--- config.mk ---
export PLATFORM = sky130hd
export DESIGN_NAME = hazard_unit
export DESIGN_NICKNAME = d
export VERILOG_FILES = /design/src/rtl/cpu_types_pkg.sv /design/src/rtl/hazard_perf_counters.sv /design/src/rtl/hazard_unit.sv
export SDC_FILE = /design/constraint.sdc
export NUM_CORES = 1
export LEC_CHECK = 0
export ABC_CLOCK_PERIOD_IN_PS = 1800
export CAP_MARGIN = 25
export CORE_MARGIN = 4
export CORE_UTILIZATION = 28
export CTS_BUF_LIST = sky130_fd_sc_hd__clkbuf_4 sky130_fd_sc_hd__clkbuf_8
export DETAILED_ROUTE_END_ITERATION = 8
export PLACE_DENSITY_LB_ADDON = 0.15
export SLEW_MARGIN = 20
export SYNTH_ARGS = -nofsm -noshare
export SYNTH_HDL_FRONTEND = slang
export SYNTH_SLANG_ARGS = --single-unit
--- constraint.sdc ---
create_clock -name CLK -period 1.8 [get_ports CLK]
set_input_delay 0.36 -clock CLK [delete_from_list [all_inputs] [get_ports CLK]]
set_output_delay 0.36 -clock CLK [all_outputs]
set_load 0.01 [all_outputs]
--- src/rtl/cpu_types_pkg.sv ---
// Shared types for the five-stage core: register index, hazard FSM state
// and the bundle of pipeline sequencing controls.
// Optional feature macro used by hazard_unit: HAZARD_PERF_EN.
package cpu_types_pkg;

    typedef logic [4:0] regbits_t;

    typedef enum logic [1:0] {
        RUN   = 2'd0,
        DWAIT = 2'd1,
        HALT  = 2'd2
    } hz_state_t;

    // One enable/flush pair per pipeline latch, plus the PC load enable.
    typedef struct packed {
        logic pc_en;
        logic ifid_en;
        logic idex_en;
        logic exmem_en;
        logic memwb_en;
        logic ifid_flush;
        logic idex_flush;
        logic exmem_flush;
        logic memwb_flush;
    } hz_ctrl_t;

    // Canned control patterns, one per sequencing decision. Any latch that
    // is flushed also has its enable low, so "flush wins" holds by design.
    localparam hz_ctrl_t CTRL_RESET  = '{pc_en:1'b0, ifid_en:1'b0, idex_en:1'b0, exmem_en:1'b0, memwb_en:1'b0,
                                         ifid_flush:1'b1, idex_flush:1'b1, exmem_flush:1'b1, memwb_flush:1'b1};
    localparam hz_ctrl_t CTRL_FREEZE = '{pc_en:1'b0, ifid_en:1'b0, idex_en:1'b0, exmem_en:1'b0, memwb_en:1'b0,
                                         ifid_flush:1'b0, idex_flush:1'b0, exmem_flush:1'b0, memwb_flush:1'b0};
    localparam hz_ctrl_t CTRL_DWAIT  = '{pc_en:1'b0, ifid_en:1'b0, idex_en:1'b0, exmem_en:1'b0, memwb_en:1'b0,
                                         ifid_flush:1'b0, idex_flush:1'b0, exmem_flush:1'b0, memwb_flush:1'b1};
    localparam hz_ctrl_t CTRL_BRANCH = '{pc_en:1'b1, ifid_en:1'b0, idex_en:1'b0, exmem_en:1'b1, memwb_en:1'b1,
                                         ifid_flush:1'b1, idex_flush:1'b1, exmem_flush:1'b0, memwb_flush:1'b0};
    localparam hz_ctrl_t CTRL_JUMP   = '{pc_en:1'b1, ifid_en:1'b0, idex_en:1'b1, exmem_en:1'b1, memwb_en:1'b1,
                                         ifid_flush:1'b1, idex_flush:1'b0, exmem_flush:1'b0, memwb_flush:1'b0};
    localparam hz_ctrl_t CTRL_LDUSE  = '{pc_en:1'b0, ifid_en:1'b0, idex_en:1'b0, exmem_en:1'b1, memwb_en:1'b1,
                                         ifid_flush:1'b0, idex_flush:1'b1, exmem_flush:1'b0, memwb_flush:1'b0};
    localparam hz_ctrl_t CTRL_IMISS  = '{pc_en:1'b0, ifid_en:1'b0, idex_en:1'b1, exmem_en:1'b1, memwb_en:1'b1,
                                         ifid_flush:1'b1, idex_flush:1'b0, exmem_flush:1'b0, memwb_flush:1'b0};
    localparam hz_ctrl_t CTRL_ADVANCE = '{pc_en:1'b1, ifid_en:1'b1, idex_en:1'b1, exmem_en:1'b1, memwb_en:1'b1,
                                          ifid_flush:1'b0, idex_flush:1'b0, exmem_flush:1'b0, memwb_flush:1'b0};

endpackage

--- src/rtl/hazard_perf_counters.sv ---
// Stall and flush cycle counters for the hazard unit. Both wrap modulo
// 2^CNT_W and clear on the synchronous reset. Built only with HAZARD_PERF_EN.
module hazard_perf_counters #(
    parameter int CNT_W = 32
) (
    input  logic             CLK,
    input  logic             RST,
    input  logic             i_stall,
    input  logic             i_flush,
    output logic [CNT_W-1:0] o_stall_cycles,
    output logic [CNT_W-1:0] o_flush_cycles
);

    logic [CNT_W-1:0] r_stall_cycles;
    logic [CNT_W-1:0] r_flush_cycles;

    // Count qualifying cycles; natural binary overflow gives the wrap.
    // NOTE: sequential state uses non-blocking (<=) so every flop samples
    // pre-edge values regardless of statement order.
    always_ff @(posedge CLK) begin
        if (RST) begin
            r_stall_cycles <= '0;
            r_flush_cycles <= '0;
        end else begin
            if (i_stall) r_stall_cycles <= r_stall_cycles + CNT_W'(1);
            if (i_flush) r_flush_cycles <= r_flush_cycles + CNT_W'(1);
        end
    end

    assign o_stall_cycles = r_stall_cycles;
    assign o_flush_cycles = r_flush_cycles;

endmodule

--- src/rtl/hazard_unit.sv ---
// Pipeline sequencing controller: per-cycle advance/hold/bubble decision for
// the PC and the IFID, IDEX, EXMEM and MEMWB latches.
// Optional macro HAZARD_PERF_EN builds the stall/flush performance counters;
// without it stall_cycles and flush_cycles are tied to zero.
module hazard_unit
    import cpu_types_pkg::*;
#(
    parameter int CNT_W = 32
) (
    input  logic             CLK,
    input  logic             RST,
    input  logic             ihit,
    input  logic             dhit,
    input  logic             exmem_dREN,
    input  logic             exmem_dWEN,
    input  logic             exmem_halt,
    input  logic             ex_branch_taken,
    input  logic             id_jump,
    input  logic             idex_memread,
    input  regbits_t         idex_rd,
    input  regbits_t         ifid_rs,
    input  regbits_t         ifid_rt,
    output logic             pc_en,
    output logic             ifid_en,
    output logic             idex_en,
    output logic             exmem_en,
    output logic             memwb_en,
    output logic             ifid_flush,
    output logic             idex_flush,
    output logic             exmem_flush,
    output logic             memwb_flush,
    output logic             halted,
    output logic [CNT_W-1:0] stall_cycles,
    output logic [CNT_W-1:0] flush_cycles
);

    hz_state_t r_state;
    hz_state_t w_next_state;
    hz_ctrl_t  w_ctrl;
    logic      w_mem_pending;
    logic      w_data_wait;
    logic      w_halt_freeze;
    logic      w_load_use;
    logic      w_redirect;

    // A dmem access that completes in the cycle it reaches MEM never stalls.
    assign w_mem_pending = exmem_dREN | exmem_dWEN;
    assign w_data_wait   = ((r_state == DWAIT) | ((r_state == RUN) & w_mem_pending)) & ~dhit;
    assign w_halt_freeze = (r_state == HALT) | ((r_state == RUN) & exmem_halt);
    // $0 is hardwired zero, so a load targeting it creates no dependency.
    assign w_load_use    = idex_memread & (idex_rd != '0)
                         & ((idex_rd == ifid_rs) | (idex_rd == ifid_rt));

    // State register; RST wins over any pending transition, including HALT.
    always_ff @(posedge CLK) begin
        if (RST) r_state <= RUN;
        else     r_state <= w_next_state;
    end

    // Next-state: misses park in DWAIT until dhit, an accepted halt is absorbing.
    // NOTE: every always_comb output gets a default first so no path infers a latch.
    always_comb begin
        w_next_state = r_state;
        unique case (r_state)
            RUN: begin
                if (w_mem_pending & ~dhit) w_next_state = DWAIT;
                else if (exmem_halt)       w_next_state = HALT;
            end
            DWAIT: if (dhit) w_next_state = RUN;
            HALT:  w_next_state = HALT;
            default: w_next_state = RUN;
        endcase
    end

    // Priority-ordered control decision; later branches never override earlier ones.
    always_comb begin
        w_ctrl     = CTRL_ADVANCE;
        w_redirect = 1'b0;
        if (RST) begin
            w_ctrl = CTRL_RESET;
        end else if (w_halt_freeze) begin
            w_ctrl = CTRL_FREEZE;
        end else if (w_data_wait) begin
            // dmem owns the shared memory port, so ihit is meaningless here.
            w_ctrl = CTRL_DWAIT;
        end else if (ex_branch_taken) begin
            w_ctrl     = CTRL_BRANCH;
            w_redirect = 1'b1;
        end else if (id_jump) begin
            w_ctrl     = CTRL_JUMP;
            w_redirect = 1'b1;
        end else if (w_load_use) begin
            w_ctrl = CTRL_LDUSE;
        end else if (~ihit) begin
            w_ctrl = CTRL_IMISS;
        end
    end

    assign pc_en       = w_ctrl.pc_en;
    assign ifid_en     = w_ctrl.ifid_en;
    assign idex_en     = w_ctrl.idex_en;
    assign exmem_en    = w_ctrl.exmem_en;
    assign memwb_en    = w_ctrl.memwb_en;
    assign ifid_flush  = w_ctrl.ifid_flush;
    assign idex_flush  = w_ctrl.idex_flush;
    assign exmem_flush = w_ctrl.exmem_flush;
    assign memwb_flush = w_ctrl.memwb_flush;
    assign halted      = (r_state == HALT);

`ifdef HAZARD_PERF_EN
    logic w_stall_evt;

    assign w_stall_evt = ~w_ctrl.pc_en & (r_state != HALT);

    hazard_perf_counters #(
        .CNT_W (CNT_W)
    ) u_perf (
        .CLK            (CLK),
        .RST            (RST),
        .i_stall        (w_stall_evt),
        .i_flush        (w_redirect),
        .o_stall_cycles (stall_cycles),
        .o_flush_cycles (flush_cycles)
    );
`else
    logic w_unused;

    assign w_unused     = w_redirect;
    assign stall_cycles = '0;
    assign flush_cycles = '0;
`endif

endmodule
== Word-level counts from Yosys, hierarchy flattened ==
Cells that the tools add are included.
Word-level totals
  logic and storage cells: 32
  register bits after elaboration: 2
Cells by class
  muxes and demuxes: 11
  reduce and logical (&&, ||, !) cells: 3
  bitwise gates (word level): 11
  eq/ne operators: 6
Operator list (count)
  2-to-1 mux 9 bit: 7
  == test 5 bit: 2
  AND 1 bit: 6
  2-to-1 mux 2 bit: 3
  one-hot mux 2 bit (3 select lines): 1
  nonzero test 5 bit: 1
  bitwise OR 1 bit: 4
  != test 3 x 2 -> 1 bit (second input constant): 1
  == test 2 x 1 -> 1 bit (second input constant): 1
  == test 2 bit (second input constant): 1
  logical NOT 2 bit: 1
  != test 2 bit (second input constant): 1
  AND reduction 2 bit: 1
  NOT 1 bit: 1

== Depth between registers and ports, before layout ==
Gate-level depths: netlist of run 1.
  depth after elaboration: 9
  depth in mapped cells: 4
  depth with buffers taken out: 4

== Least setup slack after synthesis of run 1 ==
Ideal clock, no wire load.
  path kind: input port to output port
  start: in exmem_dWEN
  end: out pc_en
  path slack: -0.060 ns
  data required time: 1.440 ns
  arrival: 1.500 ns
  stages: 4
  cell sequence: or3_1 > a211oi_2 > o31ai_1 > a31oi_1
On the way
  longest elaborated chain between the ends: 7
Ends and longest elaborated chain
  from (decl): RTL line hazard_unit.sv:15  | input logic exmem_dWEN,
  bitwise OR 1 bit: RTL line hazard_unit.sv:47  | assign w_mem_pending = exmem_dREN | exmem_dWEN;
  AND 1 bit: RTL line hazard_unit.sv:48  | assign w_data_wait = ((r_state == DWAIT) | ((r_state == RUN) & w_mem_pending)) & ~dhit;
  bitwise OR 1 bit: RTL line hazard_unit.sv:48
  AND 1 bit: RTL line hazard_unit.sv:48
  2-to-1 mux 9 bit: RTL line hazard_unit.sv:83  | end else if (w_data_wait) begin
  2-to-1 mux 9 bit: RTL line hazard_unit.sv:81  | end else if (w_halt_freeze) begin
  2-to-1 mux 9 bit: RTL line hazard_unit.sv:79  | if (RST) begin
  to (decl): RTL line hazard_unit.sv:23  | output logic pc_en,
Every way passes these cells.

== Worst setup path after layout of run 1 ==
  start: in idex_rd[2]
  end: out idex_flush
On the way
  longest elaborated chain between the ends: 9
  elaborated cells on any way between the ends: 12
  classes of those cells: eq/ne: 2; mux: 6; bitwise: 3; reduce/logical: 1
Ends and longest elaborated chain
  from (decl): RTL line hazard_unit.sv:20  | input regbits_t idex_rd,
  == test 5 bit / nonzero test 5 bit (equally long branches): RTL line hazard_unit.sv:52, hazard_unit.sv:51
  bitwise OR 1 bit / AND 1 bit (equally long branches): RTL line hazard_unit.sv:52, hazard_unit.sv:51
  AND 1 bit *: RTL line hazard_unit.sv:52  | & ((idex_rd == ifid_rs) | (idex_rd == ifid_rt));
  2-to-1 mux 9 bit *: RTL line hazard_unit.sv:92  | end else if (w_load_use) begin
  2-to-1 mux 9 bit *: RTL line hazard_unit.sv:89  | end else if (id_jump) begin
  2-to-1 mux 9 bit *: RTL line hazard_unit.sv:86  | end else if (ex_branch_taken) begin
  2-to-1 mux 9 bit *: RTL line hazard_unit.sv:83
  2-to-1 mux 9 bit *: RTL line hazard_unit.sv:81
  2-to-1 mux 9 bit *: RTL line hazard_unit.sv:79
  to (decl): RTL line hazard_unit.sv:29  | output logic idex_flush,
Mark *: on every way between the ends. The rest lies on a longest branch, timed or not.

==> metrics.md, run 1 <==
| Metric | Value |
|---|---|
| Status | `complete, but fails checks` |
| Failing checks | `negative setup slack` |
| Worst R2R Setup Slack | `820 ps` |
| Ant. Diodes | `0` |
| H-tree depth | `1` |
| CP required | `roughly 1400 ps` |
| Initial antenna violation count | `0` |
| Synth Area per Inst | `7.40 sq um` |
| Final ANT Viol Nets | `0` |
| #FFs+latches synth | `2` |
| Fin worst setup slack | `-233 ps` |
| First-pass GRT wire length | `2.69 mm` |
| Post-CTS Hold Buffers | `0` |
| Max reg flops | `2` |
| Residual DRC | `0` |
| Worst-Skew Late Latency | `220 ps` |
| TritonRoute pass-1 iters | `2` |
| Post-Place Cells | `189` |
| CTS buffer count | `3` |
| Gpl congestion | `0.748` |
| Initial Util | `30.1%` |
| Lkg Pwr | `0.000598 uW` |
| Cell area power density | `approximately 370 nW/um^2` |
| Most common cell in the synthesized netlist | `buf_4` |
| Worst r2r dst | `r_state[0]$_SDFFE_PP0P_` |
| Setup crit start | `idex_rd[2]` |
| Max Root-Sink Buffers | `2` |
| Yosys cell types | `25` |
| DRT iter0 DRCs | `13` |
| Final setup fails | `5` |
| Shortest period the worst path allows | `2030 ps` |
| Fin cells | `194` |
| FF/Latch Area | `40.0 sq um` |
| Worst Hold Path Cells | `2` |
| Post-synth EDFFs | `0` |
| Vias per cell | `3.65` |
| Worst r2r src | `r_state[0]$_SDFFE_PP0P_` |
| Achievable Freq | `0.492 GHz` |
| CTS Root Cell | `clkbuf_4` |
| Sequential-to-total area share from yosys stat | `4.71%` |
| Area of the multi-input gates | `588 sq um` |
| TritonCTS clock tree | `done` |
| Post-DR wirelength/cell | `9.83 um` |
| Layout fillers | `322` |
| Final WL | `1.91 mm` |
| Largest regs | `r_state: 2 flops` |
| Number of global-route vias before repair | `672` |
| Syn Std Cell Area | `851 sq um` |
| Die Y | `63.1 um` |
| Largest net degree at the start of global routing | `9` |
| Worst Hold Path EP | `r_state[1]$_SDFFE_PP0P_` |
| Synth top area share | `between 50 and 60%` |
| Critical hold path startpoint | `r_state[1]$_SDFFE_PP0P_` |
| RSZ-0062 raised after global routing | `yes` |
| Core box area | `between 2000 and 3000 sq um` |
| I/O Buffers | `34` |
| Reg clk slew, reported paths | `~30 ps` |
| Top_reg_cell synth | `dfxtp_1` |
| VDD IR max | `0.122 mV` |
| Top post-synthesis cells by count | `buf_4, xnor2_1, nor2_1` |
| Clk sinks | `2` |
| Die Width | `63.1 um` |
| Largest cells by area after synthesis | `buf_4, xnor2_1, dfxtp_1` |
| Post-synth ARST share | `0%` |
| DIE AREA | `3980 sq um` |
| Crit-path max FO | `3` |
| Biggest register | `r_state` |
| Type of the tightest min-delay check | `reg2reg` |
| # IOs | `99` |
| Clock skew | `0.344 ps` |
| Final max-slew violation count | `0` |
| Tcrit/Tclk final | `113%` |
| CP Launch Type | `input pin` |
| Worst reg2reg path depth | `2` |
| Element type at the critical path end | `output port` |
| Syn-to-layout area delta | `30.7%` |
| Total track usage | `roughly 8.4%` |
| Setup TNS | `-866 ps` |
| Rows | `19` |
| Remaining Overflow, GRT | `0` |
| Syn. warnings | `0` |
| WP data arrival | `roughly 1700 ps` |
| Final Hold Viols | `0` |
| DPL Wire Length | `1.73 mm` |
| Share of cells above drive strength 1 | `between 20% and 30%` |
| Synth area leader | `buf_4` |
| # nets final | `190` |
| Pwr Total | `410 uW` |
| Via count | `just over 700` |
| Synth Instances | `115` |
| Max capacitance violation total | `0` |
| Worst Setup Path Type | `in2out` |
## kinds of logic (layout without fill, tap and decap cells)
| kind of cell | after synthesis | in the layout | synth area share, % |
|---|---|---|---|
| other | 1 | 64 | 0.441 |
| AO/OA/AOI/OAI | 15 | 15 | 13.1 |
| flip-flops | 2 | 2 | 4.71 |
| buffers and inverters | 68 | 53 | 59.1 |
| XOR/XNOR | 10 | 10 | 10.3 |
| AND/OR/NAND/NOR | 19 | 19 | 12.4 |
## per-stage QoR
step / hold WS (ps) / utilization [%] / cell area, sq um / worst slack, ps
after floorplan: 435 / - / 1090 / -18.4
after global placement: 477 / 37.8 / 1070 / -939
after detailed placement: 484 / 37.8 / 1070 / -944
after CTS: 533 / 38.7 / 1100 / -276
after global routing: 558 / 39.3 / 1110 / -293
final: 530 / 39.3 / 1110 / -233
## where the power goes
group,switching [uW],internal [uW],total [uW]
Combinational,143,118,260
Sequential,3.11,47.9,51.0
Clock,25.2,73.5,98.7
## critical path, stage by stage
cell     delay (ps)
buf_6            90
or4_4           540
o21ai_4         160
nor3b_2          60
a221o_1         320
buf_2           140
## layout make-up
class	count	share of cell area, %
inverters	2	0.675
clock buffers	3	2.02
well taps	31	3.49
multi-input cells	108	52.9
flip-flops and latches	2	3.60
repair buffers	48	37.3
## placed cells by master (no fill, tap or decap), types with 2 or more instances in the layout
cell type / instances
a21oi_1: 2
a21oi_2: 2
buf_2: 6
buf_4: 13
buf_6: 5
clkbuf_4: 3
clkdlybuf4s15_1: 2
clkdlybuf4s50_1: 7
conb_1: 64
dfxtp_1: 2
dlygate4sd2_1: 10
dlymetal6s2s_1: 3
inv_1: 2
nand2_1: 2
nand2b_1: 2
nand3_1: 3
nor2_1: 5
o21ai_0: 2
xnor2_1: 10
## routing by layer
layer	share of wire, %	track usage (%)	vias up
li1	-	-	343
met4	0	3.31	0
met5	0	0	-
met1	29	7.52	307
met3	20	6.39	0
met2	51	14.1	58
## worst max-delay path by stage
stage / cells after the start / endpoint / slack, ps
6_report: 6 / idex_flush / -230
5_1_grt: 6 / pc_en / -290
4_1_cts: 6 / pc_en / -280
3_5_place_dp: 6 / idex_flush / -940
3_3_place_gp: 6 / idex_flush / -940
2_1_floorplan: 4 / pc_en / -20
## what timing repair did
item	4_1_cts	5_1_grt
setup endpoints to repair	9	8
buffers inserted	2	0
pin swaps	18	5
gates resized for setup	71	7
No activity file was read; power rests on OpenSTA's default activity.
==> run 2, diff against run 1 <==
--- a/config.mk
+++ b/config.mk
@@ -7,11 +7,13 @@
 export LEC_CHECK = 0
 export ABC_CLOCK_PERIOD_IN_PS = 1800
 export CAP_MARGIN = 25
-export CORE_MARGIN = 4
+export CORE_MARGIN = 1
 export CORE_UTILIZATION = 28
 export CTS_BUF_LIST = sky130_fd_sc_hd__clkbuf_4 sky130_fd_sc_hd__clkbuf_8
 export DETAILED_ROUTE_END_ITERATION = 8
+export HOLD_SLACK_MARGIN = 0.06
 export PLACE_DENSITY_LB_ADDON = 0.15
+export REMOVE_ABC_BUFFERS = 1
 export SLEW_MARGIN = 20
 export SYNTH_ARGS = -nofsm -noshare
 export SYNTH_HDL_FRONTEND = slang
==> metrics.md, run 2 (synthesized netlist as in run 1, its figures left out) <==
| Metric | Value |
|---|---|
| Max reg flops | `2 (unchanged)` |
| Pre-CTS setup slack | `-937 ps (+7.08 ps)` |
| First-pass GRT wire length | `2.37 mm (-12%)` |
| Gpl congestion | `0.719 (-3.8%)` |
| # nets final | `191 (+0.53%)` |
| Final ANT Viol Nets | `0 (unchanged)` |
| CP Launch Type | `flop` |
| Remaining Overflow, GRT | `0 (unchanged)` |
| Layout fillers | `319 (-0.93%)` |
| Max capacitance violation total | `0 (unchanged)` |
| Clk sinks | `2 (unchanged)` |
| Total track usage | `9.38% (+1.0 points)` |
| Largest net degree at the start of global routing | `9 (unchanged)` |
| Max Root-Sink Buffers | `2 (unchanged)` |
| Initial antenna violation count | `0 (unchanged)` |
| TritonCTS clock tree | `done` |
| Core box area | `2830 sq um (unchanged)` |
| RSZ-0062 raised after global routing | `yes` |
| Rows | `19 (unchanged)` |
| CTS Root Cell | `clkbuf_4` |
| VDD IR max | `0.125 mV (+2.0%)` |
| Failing checks | `design-rule violations, negative setup slack` |
| Die Y | `57.1 um (-9.5%)` |
| DRT iter0 DRCs | `18 (+5)` |
| Via count | `721 (+1.8%)` |
| Status | `complete, but fails checks` |
| Reg clk slew, reported paths | `30 ps (about the same)` |
| Commonest non-fill, non-tap cells in the layout | `conb_1, dlygate4sd2_1, buf_4` |
| Switching Share | `41.4% (-0.26 points)` |
| Worst-Skew Late Latency | `220 ps (about the same)` |
| Post-DR wirelength/cell | `8.60 um (-13%)` |
| TritonRoute pass-1 iters | `6 (+4)` |
| Internal power | `242 uW (+1.4%)` |
| Comb power frac | `63.7% (+0.2 points)` |
| Reg power frac | `12.5% (about the same)` |
| Ant. Diodes | `0 (unchanged)` |
| WP data arrival | `1690 ps (+20 ps)` |
| Element type at the critical path end | `output port` |
| Achievable Freq | `0.488 GHz (-0.80%)` |
| Tcrit/Tclk final | `114% (+0.91 points)` |
| DPL Wire Length | `1.37 mm (-21%)` |
| Fin worst setup slack | `-249 ps (-16.4 ps)` |
| Share of cells above drive strength 1 | `25.0% (+1.1 points)` |
| Syn-to-layout area delta | `32.4%` |
| H-tree depth | `1 (unchanged)` |
| Worst hold margin | `533 ps (+3.01 ps)` |
| Cell area power density | `367 nW/um^2 (-0.31%)` |
| Biggest register | `r_state` |
| Initial Util | `30.1% (unchanged)` |
| Residual DRC | `14 (+14)` |
| Clock skew | `2.44 ps (+2.10 ps)` |
| CP required | `1440 ps (about the same)` |
| Largest regs | `r_state: 2 flops` |
| I/O Buffers | `34 (unchanged)` |
| Final WL | `1.68 mm (-12%)` |
| Final setup fails | `7 (+2)` |
| Final max-slew violation count | `0 (unchanged)` |
| Crit-path max FO | `3 (unchanged)` |
| Die Width | `57.1 um (-9.5%)` |
| Worst Setup Path Type | `reg2out` |
| Net Switching | `171 uW (+0.30%)` |
| Clock Power Share | `23.8% (-0.3 points)` |
| Shortest period the worst path allows | `2050 ps (+16.4 ps)` |
| Vias per cell | `3.70 (+1.3%)` |
| Most common cell after layout, fill and taps aside | `conb_1` |
| Type of the tightest min-delay check | `in2reg` |
| Lkg Pwr | `0.000601 uW (+0.40%)` |
| Number of global-route vias before repair | `640 (-4.8%)` |
| Final Hold Viols | `0 (unchanged)` |
| Worst R2R Setup Slack | `820 ps (about the same)` |
| DIE AREA | `3260 sq um (-18%)` |
| # IOs | `99 (unchanged)` |
| CTS buffer count | `3 (unchanged)` |
==> run 2: final timing paths <==
path                                         startpoint                 endpoint  depth (start not counted)
worst max-delay path            r_state[0]$_SDFFE_PP0P_                    pc_en                          6
worst min-delay path                         exmem_dWEN  r_state[0]$_SDFFE_PP0P_                          3
worst max register to register  r_state[0]$_SDFFE_PP0P_  r_state[0]$_SDFFE_PP0P_                          2
worst min register to register  r_state[1]$_SDFFE_PP0P_  r_state[1]$_SDFFE_PP0P_                          2
==> run 2: final cells by class <==
class / instances / area [sq um] / area share (%)
flip-flops and latches: 2 / 41.3 / 3.67
multi-input cells: 108 / 598 / 53.1
well taps: 31 / 38.8 / 3.44
clock buffers: 3 / 22.5 / 2.00
repair buffers: 49 / 418 / 37.1
inverters: 2 / 7.51 / 0.667
==> run 2: power by group through the flow <==
| stage | Combinational (uW) | Clock [uW] | Sequential, uW |
|---|---|---|---|
| after detailed placement | 255 | 0 | 50.5 |
| final | 264 | 98.6 | 51.7 |
| after global routing | 287 | 106 | 51.9 |
| after global placement | 254 | 0 | 50.2 |
| after CTS | 262 | 105 | 51.2 |
| after floorplan | 125 | 0 | 50.5 |
==> run 2: worst max-delay path, stage by stage (launching register included) <==
cell and delay (ps):
dfxtp_2 310, or3_4 390, a211oi_4 240, buf_4 160, o31ai_2 60, a31oi_1 160
buf_2 150
==> run 2: metal layers <==
metal	vias up	track usage [%]	share of wire [%]
met1	316	5.92	26
met4	0	4.18	0
met3	0	3.63	15
li1	346	-	-
met2	59	21.3	59
met5	-	0	0
==> run 2: metrics by stage <==
stage | std cells | power, uW | utilization [%] | TNS, ps | cell area (sq um)
after floorplan | 112 | 176 | - | -384 | 592
after global placement | 189 | 304 | 37.5 | -6440 | 1060
after detailed placement | 189 | 306 | 37.5 | -6390 | 1060
after CTS | 195 | 418 | 39.5 | -1750 | 1120
after global routing | 195 | 444 | 39.8 | -1670 | 1130
final | 195 | 414 | 39.8 | -1080 | 1130
==> run 2: repair_timing <==
action,4_1_cts,5_1_grt
hold buffers,0,0
resized for setup,75,6
endpoints found under the setup margin,9,8
pin swaps,15,3
buffers inserted,3,1
